==> src/rtl/matrix_key_scanner.sv <==
// matrix_key_scanner: column-scanning keypad reader with press/release debounce,
// linear key encoding, valid/ack delivery, multi-key detection and sticky overrun.
module matrix_key_scanner #(
    parameter int NUM_ROWS        = 4,
    parameter int NUM_COLS        = 4,
    parameter int DEBOUNCE_CYCLES = 4,
    localparam int CODE_W         = $clog2(NUM_ROWS * NUM_COLS)
) (
    input  logic                newClock,
    input  logic                resetN,
    input  logic [NUM_ROWS-1:0] ROW,
    output logic [NUM_COLS-1:0] COL,
    output logic [CODE_W-1:0]   keyCode,
    output logic                keyValid,
    input  logic                keyAck,
    output logic                keyHeld,
    output logic                multiKey,
    output logic                overrun
);
    localparam int CW  = $clog2(NUM_COLS);
    localparam int RW  = $clog2(NUM_ROWS);
    localparam int CNW = $clog2(DEBOUNCE_CYCLES + 1);

    typedef enum logic [1:0] {SCAN, DEBOUNCE, HELD, RELEASE} state_t;

    state_t              state_q, state_d;
    logic [CW-1:0]       col_q, col_d, col_nx;
    logic [CNW-1:0]      cnt_q, cnt_d, cnt_inc;
    logic [NUM_ROWS-1:0] pat_q, pat_d, low;
    logic [CODE_W-1:0]   code_q, code_d, code;
    logic                valid_q, valid_d, held_q, held_d, multi_q, multi_d, ovr_q, ovr_d;
    logic                done, multi, emit;
    logic [RW-1:0]       row_idx;

    assign col_nx  = (col_q == CW'(NUM_COLS - 1)) ? '0 : col_q + CW'(1);
    assign cnt_inc = cnt_q + CNW'(1);
    assign done    = cnt_inc == CNW'(DEBOUNCE_CYCLES);
    assign low     = ~pat_q;
    // More than one bit set in the low-row mask means several rows pressed.
    assign multi   = |(low & (low - NUM_ROWS'(1)));
    assign code    = CODE_W'(int'(row_idx) * NUM_COLS + int'(col_q));

    always_comb begin
        row_idx = '0;
        for (int i = 0; i < NUM_ROWS; i++)
            if (!pat_q[i]) row_idx = RW'(i);
    end

    always_comb begin
        state_d = state_q;
        col_d   = col_q;
        cnt_d   = cnt_q;
        pat_d   = pat_q;
        code_d  = code_q;
        valid_d = valid_q;
        held_d  = held_q;
        multi_d = 1'b0;
        ovr_d   = ovr_q;
        emit    = 1'b0;
        case (state_q)
            SCAN:
                if (&ROW) col_d = col_nx;
                else begin
                    pat_d   = ROW;
                    cnt_d   = CNW'(1);
                    state_d = DEBOUNCE;
                end
            DEBOUNCE:
                if (ROW != pat_q) state_d = SCAN;
                else begin
                    cnt_d = cnt_inc;
                    if (done) begin
                        state_d = HELD;
                        held_d  = 1'b1;
                        multi_d = multi;
                        emit    = !multi;
                    end
                end
            HELD:
                if (&ROW) begin
                    cnt_d   = CNW'(1);
                    state_d = RELEASE;
                end
            RELEASE:
                if (!(&ROW)) state_d = HELD;
                else begin
                    cnt_d = cnt_inc;
                    if (done) begin
                        state_d = SCAN;
                        held_d  = 1'b0;
                        col_d   = col_nx;
                    end
                end
            default: state_d = SCAN;
        endcase
        // An ack in the emit cycle frees the slot for the new code.
        if (emit && (!valid_q || keyAck)) begin
            code_d  = code;
            valid_d = 1'b1;
        end else if (emit) ovr_d = 1'b1;
        else if (valid_q && keyAck) valid_d = 1'b0;
    end

    always_ff @(posedge newClock or negedge resetN) begin
        if (!resetN) begin
            state_q <= SCAN;
            col_q   <= '0;
            cnt_q   <= '0;
            pat_q   <= '1;
            code_q  <= '0;
            valid_q <= 1'b0;
            held_q  <= 1'b0;
            multi_q <= 1'b0;
            ovr_q   <= 1'b0;
        end else begin
            state_q <= state_d;
            col_q   <= col_d;
            cnt_q   <= cnt_d;
            pat_q   <= pat_d;
            code_q  <= code_d;
            valid_q <= valid_d;
            held_q  <= held_d;
            multi_q <= multi_d;
            ovr_q   <= ovr_d;
        end
    end

    assign COL      = ~(NUM_COLS'(1) << col_q);
    assign keyCode  = code_q;
    assign keyValid = valid_q;
    assign keyHeld  = held_q;
    assign multiKey = multi_q;
    assign overrun  = ovr_q;
endmodule

==> config.mk <==
export PLATFORM = sky130hd
export DESIGN_NAME = matrix_key_scanner
export DESIGN_NICKNAME = d
export VERILOG_FILES = /design/src/rtl/matrix_key_scanner.sv
export SDC_FILE = /design/constraint.sdc
export NUM_CORES = 1
export LEC_CHECK = 0
export ABC_AREA = 1
export CAP_MARGIN = 10
export CORE_MARGIN = 2
export CORE_UTILIZATION = 30
export DETAILED_ROUTE_END_ITERATION = 8
export PLACE_DENSITY = 0.56
export SYNTH_ARGS = -nofsm -noshare
export SYNTH_HDL_FRONTEND = slang
export SYNTH_SLANG_ARGS = --single-unit
==> constraint.sdc <==
create_clock -name newClock -period 2.3 [get_ports newClock]
set_input_delay 0.69 -clock newClock [delete_from_list [all_inputs] [get_ports newClock]]
set_output_delay 0.69 -clock newClock [all_outputs]
set_load 0.02 [all_outputs]
==> insert_results.sql <==
INSERT INTO impl_metrics (metric_group, metric, value, unit) VALUES
('status', 'run_status', 'completed', ''),
('yosys', 'synth_seq_cells', '19', ''),
('power', 'p_sw_share', '46.3', '%'),
('floorplan', 'die_w', '67.0', 'um'),
('worst_setup_path', 'reg2reg_from', 'cnt_q[0]', ''),
('worst_setup_path', 'critical_path_end_type', 'primary output', ''),
('yosys', 'syn-cell-area', '1190', 'um^2'),
('worst_setup_path', 'crit-reg2reg-capture', 'keyCode[1]', ''),
('clock_network', 'clkSlewWorstSetupHoldPaths', '0.07', 'ns'),
('yosys', 'yosysWarningCount', '0', ''),
('worst_setup_path', 'critical_path_buf_inv_count', '3', ''),
('yosys', 'postSynthCellCount', '154', ''),
('placement', 'place_inst', '221', ''),
('yosys', 'post_synth.cell_area_avg', '7.73', 'um^2'),
('routing', 'wirelength', '2390', 'um'),
('hold_path', 'timing.hold.worst_endpoint', 'keyCode[3]', ''),
('global_routing', 'global_route_wire_length_before_repair', '4280', 'um'),
('finish', 'drive_above_1_share', '16.9', '%'),
('routing', 'overall_via_count_from_detail_route', '1012', ''),
('hold_path', 'holdCritPathClass', 'register to register', ''),
('clock_network', 'cts-htree-levels', '1', ''),
('worst_setup_path', 'crit_path_start_kind', 'register', ''),
('placement', 'final_weighted_congestion_in_routability_driven_placement', '0.798', ''),
('yosys', 'synth_top_area_share', '31.5', '%'),
('worst_setup_path', 'critical_path.max_fanout', '4', ''),
('finish', 'final_cell_mix', 'sky130_fd_sc_hd__nand2_1 (53), sky130_fd_sc_hd__inv_1 (21), sky130_fd_sc_hd__dfrtp_1 (15)', ''),
('routing', 'avgViaCountPerCell', '4.50', ''),
('timing', 'rsz_0062_raised_after_global_routing', 'no', ''),
('floorplan', 'initial_core_util', '31.8', '%'),
('power', 'part_of_the_total_power_dissipated_in_combinational_logic', '48.7', '%'),
('clock_network', 'clk-insertion-delay-late', '0.26', 'ns'),
('global_routing', 'groute.usage.overall', '12.7', '%'),
('global_routing', 'antenna_found_initial', '0', ''),
('worst_setup_path', 'worst_path_largest_cell_delay', '0.41', 'ns'),
('worst_setup_path', 'critPathRequiredTime', '1.61', 'ns'),
('worst_setup_path', 'timing.critical_path.slowest_stage_cell', 'sky130_fd_sc_hd__dfrtp_1', ''),
('clock_network', 'clock_tree.root_cell', 'sky130_fd_sc_hd__clkbuf_8', ''),
('floorplan', 'coreArea', '3740', 'um^2'),
('timing', 'setup_viol', '0', ''),
('timing', 'fmax', '0.489', 'GHz'),
('finish', 'design.final.nets', '191', ''),
('power', 'cellPowerDensity', '1070', 'nW/um^2'),
('hold_path', 'min_delay_path_depth', '2', ''),
('power', 'power_switching', '734', 'uW'),
('timing', 'tightest_slew', '0.485', 'ns'),
('finish', 'final-instance-count-excl-fill', '225', ''),
('routing', 'drt_iter0_markers', '23', ''),
('run', 'maxCapViolations', '0', ''),
('yosys', 'ys_seq_area_share', '40.3', '%'),
('worst_setup_path', 'critical_path.top_delay_family', 'buffers and inverters', ''),
('timing', 'skew', '0.00484', 'ns'),
('worst_setup_path', 'critical_path_cell_by_cell', 'inv_1 > ha_1 > inv_1 > dlygate4sd2_1', ''),
('routing', 'postRouteAntennaNets', '0', ''),
('clock_network', 'cts_tree', 'done', ''),
('clock_network', 'postCtsSetupRepairBufs', '0', ''),
('power', 'leakagePower', '0.000813', 'uW'),
('yosys', 'synth.largest_area_cell', 'sky130_fd_sc_hd__dfrtp_1', ''),
('worst_setup_path', 'criticalPathCategory', 'register to primary output', ''),
('floorplan', 'die-height', '67.0', 'um'),
('finish', 'area_growth_syn_to_layout', '24.8', '%'),
('yosys', 'yosys-top-cells-area', 'sky130_fd_sc_hd__dfrtp_1 (32%), sky130_fd_sc_hd__nand2_1 (17%), sky130_fd_sc_hd__dfstp_2 (8.8%)', ''),
('placement', 'detailedPlacementHpwl', '1920', 'um'),
('placement', 'port-buffer-count', '18', ''),
('power', 'total_power', '1590', 'uW'),
('timing', 'finalHoldViolCount', '0', ''),
('global_routing', 'first_global_vias', '987', ''),
('power', 'vdd.ir_drop.worst', '0.000412', 'V'),
('timing', 'fin_hold_ws', '0.488', 'ns'),
('clock_network', 'cts-buffers-inserted', '3', ''),
('timing', 'post-route-min-period', '2.04', 'ns'),
('global_routing', 'grt_overflow_total', '0', '');
-- Yosys cell counts, drive strengths merged --
cell and count:
a21boi 1, clkinv 1, dfrtp 15, dfstp 4, ha 6, inv 26, nand2 61, nand3 12
nand4 8, nor2 9, nor3 1, o21ai 9, o21bai 1
-- worst reg2reg max path, stage by stage, from the launching register on --
cell	delay, ns
sky130_fd_sc_hd__dfrtp_1	0.42
sky130_fd_sc_hd__ha_1	0.22
sky130_fd_sc_hd__nand2_1	0.09
sky130_fd_sc_hd__nand3_2	0.13
sky130_fd_sc_hd__inv_1	0.12
sky130_fd_sc_hd__nand2_2	0.09
sky130_fd_sc_hd__nor2_8	0.15
sky130_fd_sc_hd__nand3_2	0.11
sky130_fd_sc_hd__nand2_1	0.10
sky130_fd_sc_hd__nand2_1	0.05
-- how the worst max path moves through the flow --
stage	from	end	cells past startpoint
floorplan	ROW[3]	cnt_q[0]	5
global placement	ROW[2]	cnt_q[1]	6
detailed placement	ROW[1]	cnt_q[1]	6
CTS	col_q[0]	COL[3]	3
global route	col_q[0]	COL[0]	4
finish	col_q[0]	COL[2]	4
-- kinds of logic after synthesis --
group,after synthesis,synth area share (%)
compound gates,11,5.36
fa+ha+maj,6,6.30
buf+inv,27,8.51
simple gates,91,39.5
flops,19,40.3
-- cell type report --
class	instances	area, um^2
Clock inverter	1	7.51
Sequential cell	19	480
Tap cell	48	60.1
Clock buffer	3	41.3
Multi-Input combinational cell	108	609
Fill cell	411	2260
Inverter	27	101
Timing Repair Buffer	19	186
-- metrics by stage --
step / utilization (%) / setup slack (ns)
after floorplan: - / 0.797
after global placement: 38.4 / 0.103
after detailed placement: 38.4 / 0.0718
after CTS: 39.6 / 0.0347
after global routing: 39.7 / 0.156
final: 39.7 / 0.256
-- repair_timing --
item / 4_1_cts / 5_1_grt
gates resized for setup: 3 / 1
hold buffers: 0 / 0
endpoints found under the setup margin: 3 / 1
-- sequential cells by signal (all words and copies together) (netlist names) --
| name | flops |
|---|---|
| cnt_q | 3 |
| col_q | 2 |
| keyCode | 4 |
| keyHeld | 1 |
| keyValid | 1 |
| multiKey | 1 |
| overrun | 1 |
| pat_q | 4 |
| state_q | 2 |
-- per-layer routing --
metal	vias up	GRT usage, %	wire length, um
li1	527	-	-
met4	0	6.89	53
met3	5	2.03	51
met1	467	15.1	1120
met2	13	21.7	1160
met5	-	0	0
-- power by group through the flow --
stage	logic (uW)	registers (uW)	clock network, uW
after CTS	786	575	248
after global routing	886	595	263
final	773	577	237
after floorplan	587	559	0
after detailed placement	802	580	0
after global placement	778	578	0
(Power assumes the default switching activity.)
